--- src/rtl/ext_dev_pkg.sv ---
// Shared constants and types for the external-device
// (7-segment display) write path.
package ext_dev_pkg;

  localparam logic [5:0] EXDEV_OPCODE  = 6'h3F;
  localparam int         DIG_DP_BIT    = 4;
  localparam int         DIG_BLANK_BIT = 5;

  typedef logic [5:0] digit_t;
  typedef logic [6:0] seg7_t;
  typedef logic [1:0] dig_idx_t;

  localparam digit_t DIG_RESET = 6'h20;
  localparam seg7_t  SEG_OFF   = 7'h7F;

endpackage

--- src/rtl/ext_display_ctrl_if.sv ---
// MEM-stage external-write bus into the display controller.
// Carries the write strobe, digit select, data and the ack.
interface ext_display_ctrl_if;
  import ext_dev_pkg::*;

  logic     ExWrite;
  dig_idx_t ExAno;
  logic [7:0] ExData;
  logic     wr_ack;

  modport master (
    output ExWrite,
    output ExAno,
    output ExData,
    input  wr_ack
  );

  modport slave (
    input  ExWrite,
    input  ExAno,
    input  ExData,
    output wr_ack
  );

endinterface

--- src/rtl/hex_to_seg7.sv ---
// Hex nibble to active-low gfedcba segment pattern.
module hex_to_seg7
  import ext_dev_pkg::*;
(
  input  logic [3:0] hex,
  output seg7_t      seg
);

  always_comb begin
    seg = SEG_OFF;
    case (hex)
      4'h0: seg = 7'h40;
      4'h1: seg = 7'h79;
      4'h2: seg = 7'h24;
      4'h3: seg = 7'h30;
      4'h4: seg = 7'h19;
      4'h5: seg = 7'h12;
      4'h6: seg = 7'h02;
      4'h7: seg = 7'h78;
      4'h8: seg = 7'h00;
      4'h9: seg = 7'h10;
      4'hA: seg = 7'h08;
      4'hB: seg = 7'h03;
      4'hC: seg = 7'h46;
      4'hD: seg = 7'h21;
      4'hE: seg = 7'h06;
      4'hF: seg = 7'h0E;
      default: seg = SEG_OFF;
    endcase
  end

endmodule

--- src/rtl/ext_display_ctrl.sv ---
// 4-digit 7-segment scan controller with per-digit storage,
// inter-digit blanking and a registered write acknowledge.
module ext_display_ctrl
  import ext_dev_pkg::*;
#(
  parameter int SCAN_DIV     = 100000,
  parameter int BLANK_CYCLES = 16
) (
  input  logic                clk,
  input  logic                reset,
  ext_display_ctrl_if.slave   bus,
  input  logic                disp_en,
  output logic [3:0]          an,
  output seg7_t               seg,
  output logic                dp
);

  localparam int PW = (SCAN_DIV > 2) ? $clog2(SCAN_DIV) : 1;

  logic [PW-1:0] prescaler_q, prescaler_d;
  dig_idx_t      idx_q, idx_d;
  digit_t [3:0]  digit_q, digit_d;
  logic          ack_q, ack_d;
  logic [3:0]    an_q, an_d;
  seg7_t         seg_q, seg_d;
  logic          dp_q, dp_d;

  digit_t        cur;
  seg7_t         seg_lut;
  logic          wrap;
  logic          unused_data;

  assign unused_data = ^bus.ExData[7:6];

  assign cur  = digit_q[idx_q];
  assign wrap = (prescaler_q == PW'(SCAN_DIV - 1));

  hex_to_seg7 u_hex (
    .hex (cur[3:0]),
    .seg (seg_lut)
  );

  always_comb begin
    prescaler_d = wrap ? '0 : prescaler_q + 1'b1;
    idx_d       = wrap ? idx_q + 1'b1 : idx_q;
    digit_d     = digit_q;
    if (bus.ExWrite)
      digit_d[bus.ExAno] = bus.ExData[5:0];
    ack_d = bus.ExWrite;
  end

  // Output stage looks at the state already registered, so a
  // write to the lit digit shows up one cycle after its edge.
  always_comb begin
    an_d  = ~(4'b0001 << idx_q);
    seg_d = seg_lut;
    dp_d  = ~cur[DIG_DP_BIT];
    if (!disp_en ||
        (prescaler_q < PW'(BLANK_CYCLES)) ||
        cur[DIG_BLANK_BIT])
      an_d = 4'hF;
  end

  always_ff @(posedge clk or posedge reset) begin
    if (reset) begin
      prescaler_q <= '0;
      idx_q       <= '0;
      digit_q     <= {4{DIG_RESET}};
      ack_q       <= 1'b0;
      an_q        <= 4'hF;
      seg_q       <= SEG_OFF;
      dp_q        <= 1'b1;
    end else begin
      prescaler_q <= prescaler_d;
      idx_q       <= idx_d;
      digit_q     <= digit_d;
      ack_q       <= ack_d;
      an_q        <= an_d;
      seg_q       <= seg_d;
      dp_q        <= dp_d;
    end
  end

  assign bus.wr_ack = ack_q;
  assign an         = an_q;
  assign seg        = seg_q;
  assign dp         = dp_q;

endmodule

--- src/flat_wrapper.sv ---
// flat-port wrapper written by rule: the top's interface ports become plain ports
module ext_display_ctrl_flat import ext_dev_pkg::*;
#(
  parameter int SCAN_DIV     = 100000,
  parameter int BLANK_CYCLES = 16
)
  (clk, reset, disp_en, an, seg, dp, bus_ExWrite, bus_ExAno, bus_ExData, bus_wr_ack);
  ext_display_ctrl_if bus_i ();
  input  logic clk;
  input  logic reset;
  input  logic disp_en;
  output logic [3:0] an;
  output seg7_t seg;
  output logic dp;
  input wire logic [$bits(bus_i.ExWrite)-1:0] bus_ExWrite;
  input wire logic [$bits(bus_i.ExAno)-1:0] bus_ExAno;
  input wire logic [$bits(bus_i.ExData)-1:0] bus_ExData;
  output wire logic [$bits(bus_i.wr_ack)-1:0] bus_wr_ack;
  assign bus_i.ExWrite = bus_ExWrite;
  assign bus_i.ExAno = bus_ExAno;
  assign bus_i.ExData = bus_ExData;
  assign bus_wr_ack = bus_i.wr_ack;
  ext_display_ctrl #(.SCAN_DIV(SCAN_DIV), .BLANK_CYCLES(BLANK_CYCLES)) u_core (.clk(clk), .reset(reset), .bus(bus_i), .disp_en(disp_en), .an(an), .seg(seg), .dp(dp));
endmodule
--- config.mk ---
export PLATFORM = sky130hd
export DESIGN_NAME = ext_display_ctrl_flat
export DESIGN_NICKNAME = d
export VERILOG_FILES = /design/src/rtl/ext_dev_pkg.sv /design/src/rtl/ext_display_ctrl_if.sv /design/src/rtl/hex_to_seg7.sv /design/src/rtl/ext_display_ctrl.sv /design/src/flat_wrapper.sv
export SDC_FILE = /design/constraint.sdc
export NUM_CORES = 1
export LEC_CHECK = 0
export CAP_MARGIN = 20
export CORE_UTILIZATION = 50
export CTS_BUF_LIST = sky130_fd_sc_hd__clkbuf_8 sky130_fd_sc_hd__clkbuf_16
export DETAILED_ROUTE_END_ITERATION = 7
export GPL_TIMING_DRIVEN = 0
export PLACE_DENSITY = 0.72
export SYNTH_ARGS = -nofsm -noshare
export SYNTH_HDL_FRONTEND = slang
export SYNTH_HIERARCHICAL = 1
export SYNTH_SLANG_ARGS = --single-unit
--- constraint.sdc ---
create_clock -name clk -period 2.95 [get_ports clk]
set_clock_uncertainty 0.05 [all_clocks]
set_input_delay 0.59 -clock clk [delete_from_list [all_inputs] [get_ports clk]]
set_output_delay 0.59 -clock clk [all_outputs]
set_load 0.005 [all_outputs]
# After elaboration in Yosys (flattened, before gate mapping)
# Memories as Yosys holds them, arrays and structs flattened. A register that Yosys moved wholly into a read port is not among the register bits.
# Cells that the tools add are included.
totals:
  output_inout_bits: 13
  mem_count: 1
  reg_bits: 49
  input_bits: 14
  rom_bits: 112
  elab_cells: 31
memory_table:
  columns: ["name", "depth", "width", "read_ports", "rd_clocked_by_memory_dff", "wr", "line_no", "rtl"]
  rows:
  - ["(no name shown)", 16, 7, 1, 1, 0, "hex_to_seg7.sv:11", "case (hex)"]
op_classes:
  n_reduce_logical: 4
  bitwise_logic: 2
  n_eq_ne: 1
  order_cmp: 4
  muxes: 7
  add_sub_neg: 2
  shifts: 1
op_table:
  columns: ["cell", "count"]
  rows:
  - ["24-bit bitwise mux", 1]
  - ["17-bit by 1-bit adder with 17-bit output, second input constant", 1]
  - ["17-bit == test, second input constant", 1]
  - ["17-bit by 5-bit less-than comparator with 1-bit output, second input constant", 1]
  - ["17-bit two-way mux", 1]
  - ["6-bit binary-select mux with 2-bit select", 1]
  - ["6-bit demux with 2-bit select", 1]
  - ["6-bit two-way mux", 2]
  - ["2-bit by 3-bit less-than comparator with 1-bit output, second input constant", 2]
  - ["4-bit two-way mux", 1]
  - ["4-bit inverter", 1]
  - ["1-bit by 2-bit << shifter with 4-bit output, first input constant", 1]
  - ["2-bit by 1-bit adder with 2-bit output, second input constant", 1]
  - ["2-bit by 1-bit greater-or-equal comparator with 1-bit output, second input constant", 1]
  - ["1-bit logical OR", 2]
  - ["1-bit logical AND", 1]
  - ["1-bit zero test", 1]
  - ["1-bit inverter", 1]

# Longest topological paths before layout
logic_depth:
  word_depth: 5
  depth_mapped: 7
  mapped_depth_nobuf: 6

# By module
# The synthesis kept the hierarchy.
modules_own_cells:
  columns: ["module", "instances", "seq_area_each_um2", "area_per_inst_um2", "cells_per_inst"]
  rows:
  - ["ext_display_ctrl", 1, 1421.4, 2377.3, 169]
  - ["hex_to_seg7", 1, 0.0, 275.3, 32]

# Least setup slack after synthesis
# No wires, ideal clock.
synth_path:
  path_kind: "register to register"
  startpoint: "register u_core.idx_q[0]"
  endpoint: "register u_core.seg_q[0] (netlist: u_core/seg[0])"
  required_ns: 2.821
  slack_ns: 0.507
  t_arrival_ns: 2.314
  synth_period_minus_slack_ns: 2.443
  stages_incl_launch_ff: 8
  path_buffers: 1
  setup_time_ns: 0.079
  path_cell_list: "dfrtp_1 -> clkbuf_1 -> mux4_2 -> inv_1 -> ha_1 -> and2b_2 -> or3b_1 -> o21ai_0"
synth_via:
  elab_chain_cells: 2
synth_rtl:
  columns: ["element", "line_no", "rtl"]
  rows:
  - ["start, declared", "ext_display_ctrl.sv:21", "dig_idx_t idx_q, idx_d;"]
  - ["start signal, assigned", "ext_display_ctrl.sv:75", "idx_q <= idx_d;"]
  - ["6-bit binary-select mux with 2-bit select", "ext_display_ctrl.sv:35", "assign cur = digit_q[idx_q];"]
  - ["6-bit two-way mux (not written as such)", "ext_display_ctrl.sv:35", null]
  - ["net u_core.cur[1]", "ext_display_ctrl.sv:28", "digit_t cur;"]
  - ["end, declared", "ext_display_ctrl.sv:25", "seg7_t seg_q, seg_d;"]
# The timed path passes the listed nets, and every way through them passes these cells. The select of a mux whose other input is x is not followed.
# A chain may end at the register's enable or synchronous reset.

# Final worst setup path
# Ends and elaborated chain as after synthesis.

==> out/metrics.cfg <==
[floorplan]
die_y_um=74.8
dieArea_um2=5600
die_w_um=74.8
core_area_um2=5110
start_util_pct=51.9
io_pins=27
row_count=26

[hold_path]
whs_path_depth=1
hold_end=u_core/prescaler_q[0]$_DFF_PP0_
hold_start=u_core/prescaler_q[0]$_DFF_PP0_
hold_class=register to register

[yosys]
ys_types=35
yosysWarnings=6
netlist_area_um2=2650
synth_edf_count=0
async_flop_share_pct=100
syn-num-nets=227
yosysTopAreaCell=dfrtp_1
synth_common_cells=dfrtp_1 (40), mux2_2 (25), nor2_1 (17)
avgSynthCellArea_um2=13.2
synthMostInstantiatedCell=dfrtp_1
synthTopCellsByArea=dfrtp_1 (38%), dfstp_2 (16%), mux2_2 (11%)
synth_ff_type=dfrtp_1
synth_seq_cells=56
synth_top_area_share_pct=37.7
yosysSeqAreaShare_pct=53.6
synthCells=201

[grt]
grt_pass1_vias=1568
grt_max_degree=45
grt_usage_pct=17.8
antenna_found_initial=0
grt_pass1_wl_um=7300
grt_overflow=0

[cells_and_area]
nets=259
antenna_cells=0
layout-drive-gt1-share_pct=27.4
syn_to_final_growth_pct=16.6

[power_and_ir_drop]
pwr-share-clk_pct=24.8
power.internal_mw=1.29
power_density_nw_per_um2=547
switching_share_pct=23.9
ir_drop_mv=0.363
switchingPower_mw=0.405
p_comb_share_pct=20.0
p_leak_nw=1.32
power_mw=1.69
power_frac_seq_pct=55.2

[setup_path]
reg2reg_from=u_core/idx_q[0]$_DFFE_PP0N_
crit_arrival_ns=2.88
rrSetupSlack_ns=0.26
startpoint_type=register
endpoint_kind=register
crit_type=register to register
required_ns=3.14
reg2reg_depth=7
r2r-end=u_core/seg[0]$_DFF_PP1_
worst-path-max-fanout=8

[timing]
fin_setup_tns_ns=0
max_freq_ghz=0.371
setup_violations=0
period_share_pct=91.3
hold_viol=0
rsz0062_at_grt=no
worst_slew_pin_slew_ns=1.05
drv_slew=0
max-slew-margin-rel_pct=29.8
fin_crit_ns=2.69

[clock_network]
clk_pin_slew_ns=0.09
cts_setup_buffers=0
clock-sinks=56
clockBufferDepth=2
ctsResizeCount=0
h-tree-depth=2
cts_hold_buffers=0
cts_made_buffers=5
clk_latency_ns=0.31
root_buffer=clkbuf_8
cts_tree=built

[run]
cap_violations=0

[detailed_routing]
viasPerCell=5.37
firstDrtPassIters=4
wl_met2_um=1960
vias=1632
maxUsedRoutingLayer=met4
detail_route.wl_per_cell_um=14.3
wl_met1_um=2120
wl_met3_um=194
routed_wirelength_um=4350
drt_iter0_markers=124
drc=0
drtAntennaViolNets=0

[placement]
dp_hpwl_um=3160
portBuffers=24
gp_congestion=0.785

[run_status]
outcome=finished, final reports clean

==> cells by family after synthesis <==
| group | synth area share (%) |
|---|---|
| muxes | 19.2 |
| buffers and inverters | 2.17 |
| AOI/OAI and AO/OA | 1.93 |
| DFF | 53.6 |
| xor gates and xnor gates | 4.95 |
| adders and majority gates | 5.66 |
| and+or+nand+nor | 12.5 |
==> area by class of cell <==
class                   instances  area [µm²]
fillers                       435        2010
well taps                      70        87.6
multi-input cells             132        1170
clock inverters                 2        10.0
plain buffers                   5        27.5
flip-flops and latches         56        1420
repair buffers                 25         260
clock buffers                   6        82.6
inverters                       8        30.0
==> power by group through the flow <==
stage	logic, mW	registers, mW	clock network (mW)
2_1_floorplan	0.206	0.944	0
3_3_place_gp	0.329	0.945	0
3_5_place_dp	0.343	0.949	0
4_1_cts	0.344	0.934	0.439
5_1_grt	0.380	0.949	0.457
6_report	0.339	0.934	0.419
==> worst max path at each step <==
stage,slack [ns],start,endpoint,cells past startpoint
final,0.26,u_core/idx_q[0]$_DFFE_PP0N_,u_core/seg[0]$_DFF_PP1_,7
after global routing,0.04,u_core/idx_q[0]$_DFFE_PP0N_,u_core/seg[0]$_DFF_PP1_,7
after CTS,0.21,u_core/idx_q[0]$_DFFE_PP0N_,u_core/seg[0]$_DFF_PP1_,7
after detailed placement,0.22,u_core/idx_q[0]$_DFFE_PP0N_,u_core/seg[0]$_DFF_PP1_,7
after global placement,-0.05,reset,u_core/digit_q[12]$_DFFE_PP0P_,2
after floorplan,0.51,u_core/idx_q[0]$_DFFE_PP0N_,u_core/seg[0]$_DFF_PP1_,7
==> registers in the layout (all words and copies together), names as in the netlist <==
name and count:
u_core/an 4, u_core/bus.wr_ack 1, u_core/digit_q 24, u_core/dp 1, u_core/idx_q 2, u_core/prescaler_q 17, u_core/seg 7
==> metrics by stage <==
stage          std cells  util (%)  instance area, µm²  hold slack, ns  setup slack (ns)
2_1_floorplan        201         -                2650           0.398             0.507
3_3_place_gp         295      58.4                2980           0.421           -0.0519
3_5_place_dp         296      58.7                3000           0.419             0.221
4_1_cts              304      60.6                3090           0.432             0.206
5_1_grt              304      60.6                3090           0.453            0.0385
6_report             304      60.6                3090           0.431             0.255
==> routing by layer <==
layer / track usage [%] / up-vias
li1: - / 781
met1: 25.3 / 800
met5: 0 / -
met3: 4.28 / 6
met2: 26.7 / 45
met4: 6.29 / 0
==> cells in the final DEF (no fill, tap or decap), drive strengths merged <==
| master | netlist | routed |
|---|---|---|
| a21oi | 1 | 1 |
| a22o | 2 | 2 |
| a311oi | 1 | 1 |
| a32o | 1 | 1 |
| and2 | 2 | 2 |
| and2b | 1 | 1 |
| and4 | 5 | 5 |
| buf | 2 | 3 |
| clkbuf | 3 | 9 |
| clkdlybuf4s50 | 0 | 24 |
| clkinv | 0 | 2 |
| dfrtp | 40 | 40 |
| dfstp | 16 | 16 |
| ha | 12 | 12 |
| inv | 8 | 8 |
| mux2 | 26 | 26 |
| mux2i | 5 | 5 |
| mux4 | 7 | 7 |
| nand2 | 11 | 11 |
| nand3 | 6 | 6 |
| nand3b | 2 | 2 |
| nand4 | 7 | 7 |
| nor2 | 17 | 17 |
| nor3 | 1 | 1 |
| nor3b | 1 | 1 |
| nor4 | 3 | 3 |
| o21ai | 2 | 2 |
| or3b | 1 | 1 |
| or4 | 2 | 2 |
| or4b | 1 | 1 |
| xnor2 | 7 | 7 |
| xor2 | 8 | 8 |
==> critical path: stages (launching register included) <==
cell and delay (ns):
dfrtp_1 0.38, clkbuf_1 0.50, mux4_2 0.65, inv_1 0.17, ha_1 0.21, and2b_2 0.23, or3b_1 0.36, o21ai_0 0.08
(Power assumes the default switching activity.)
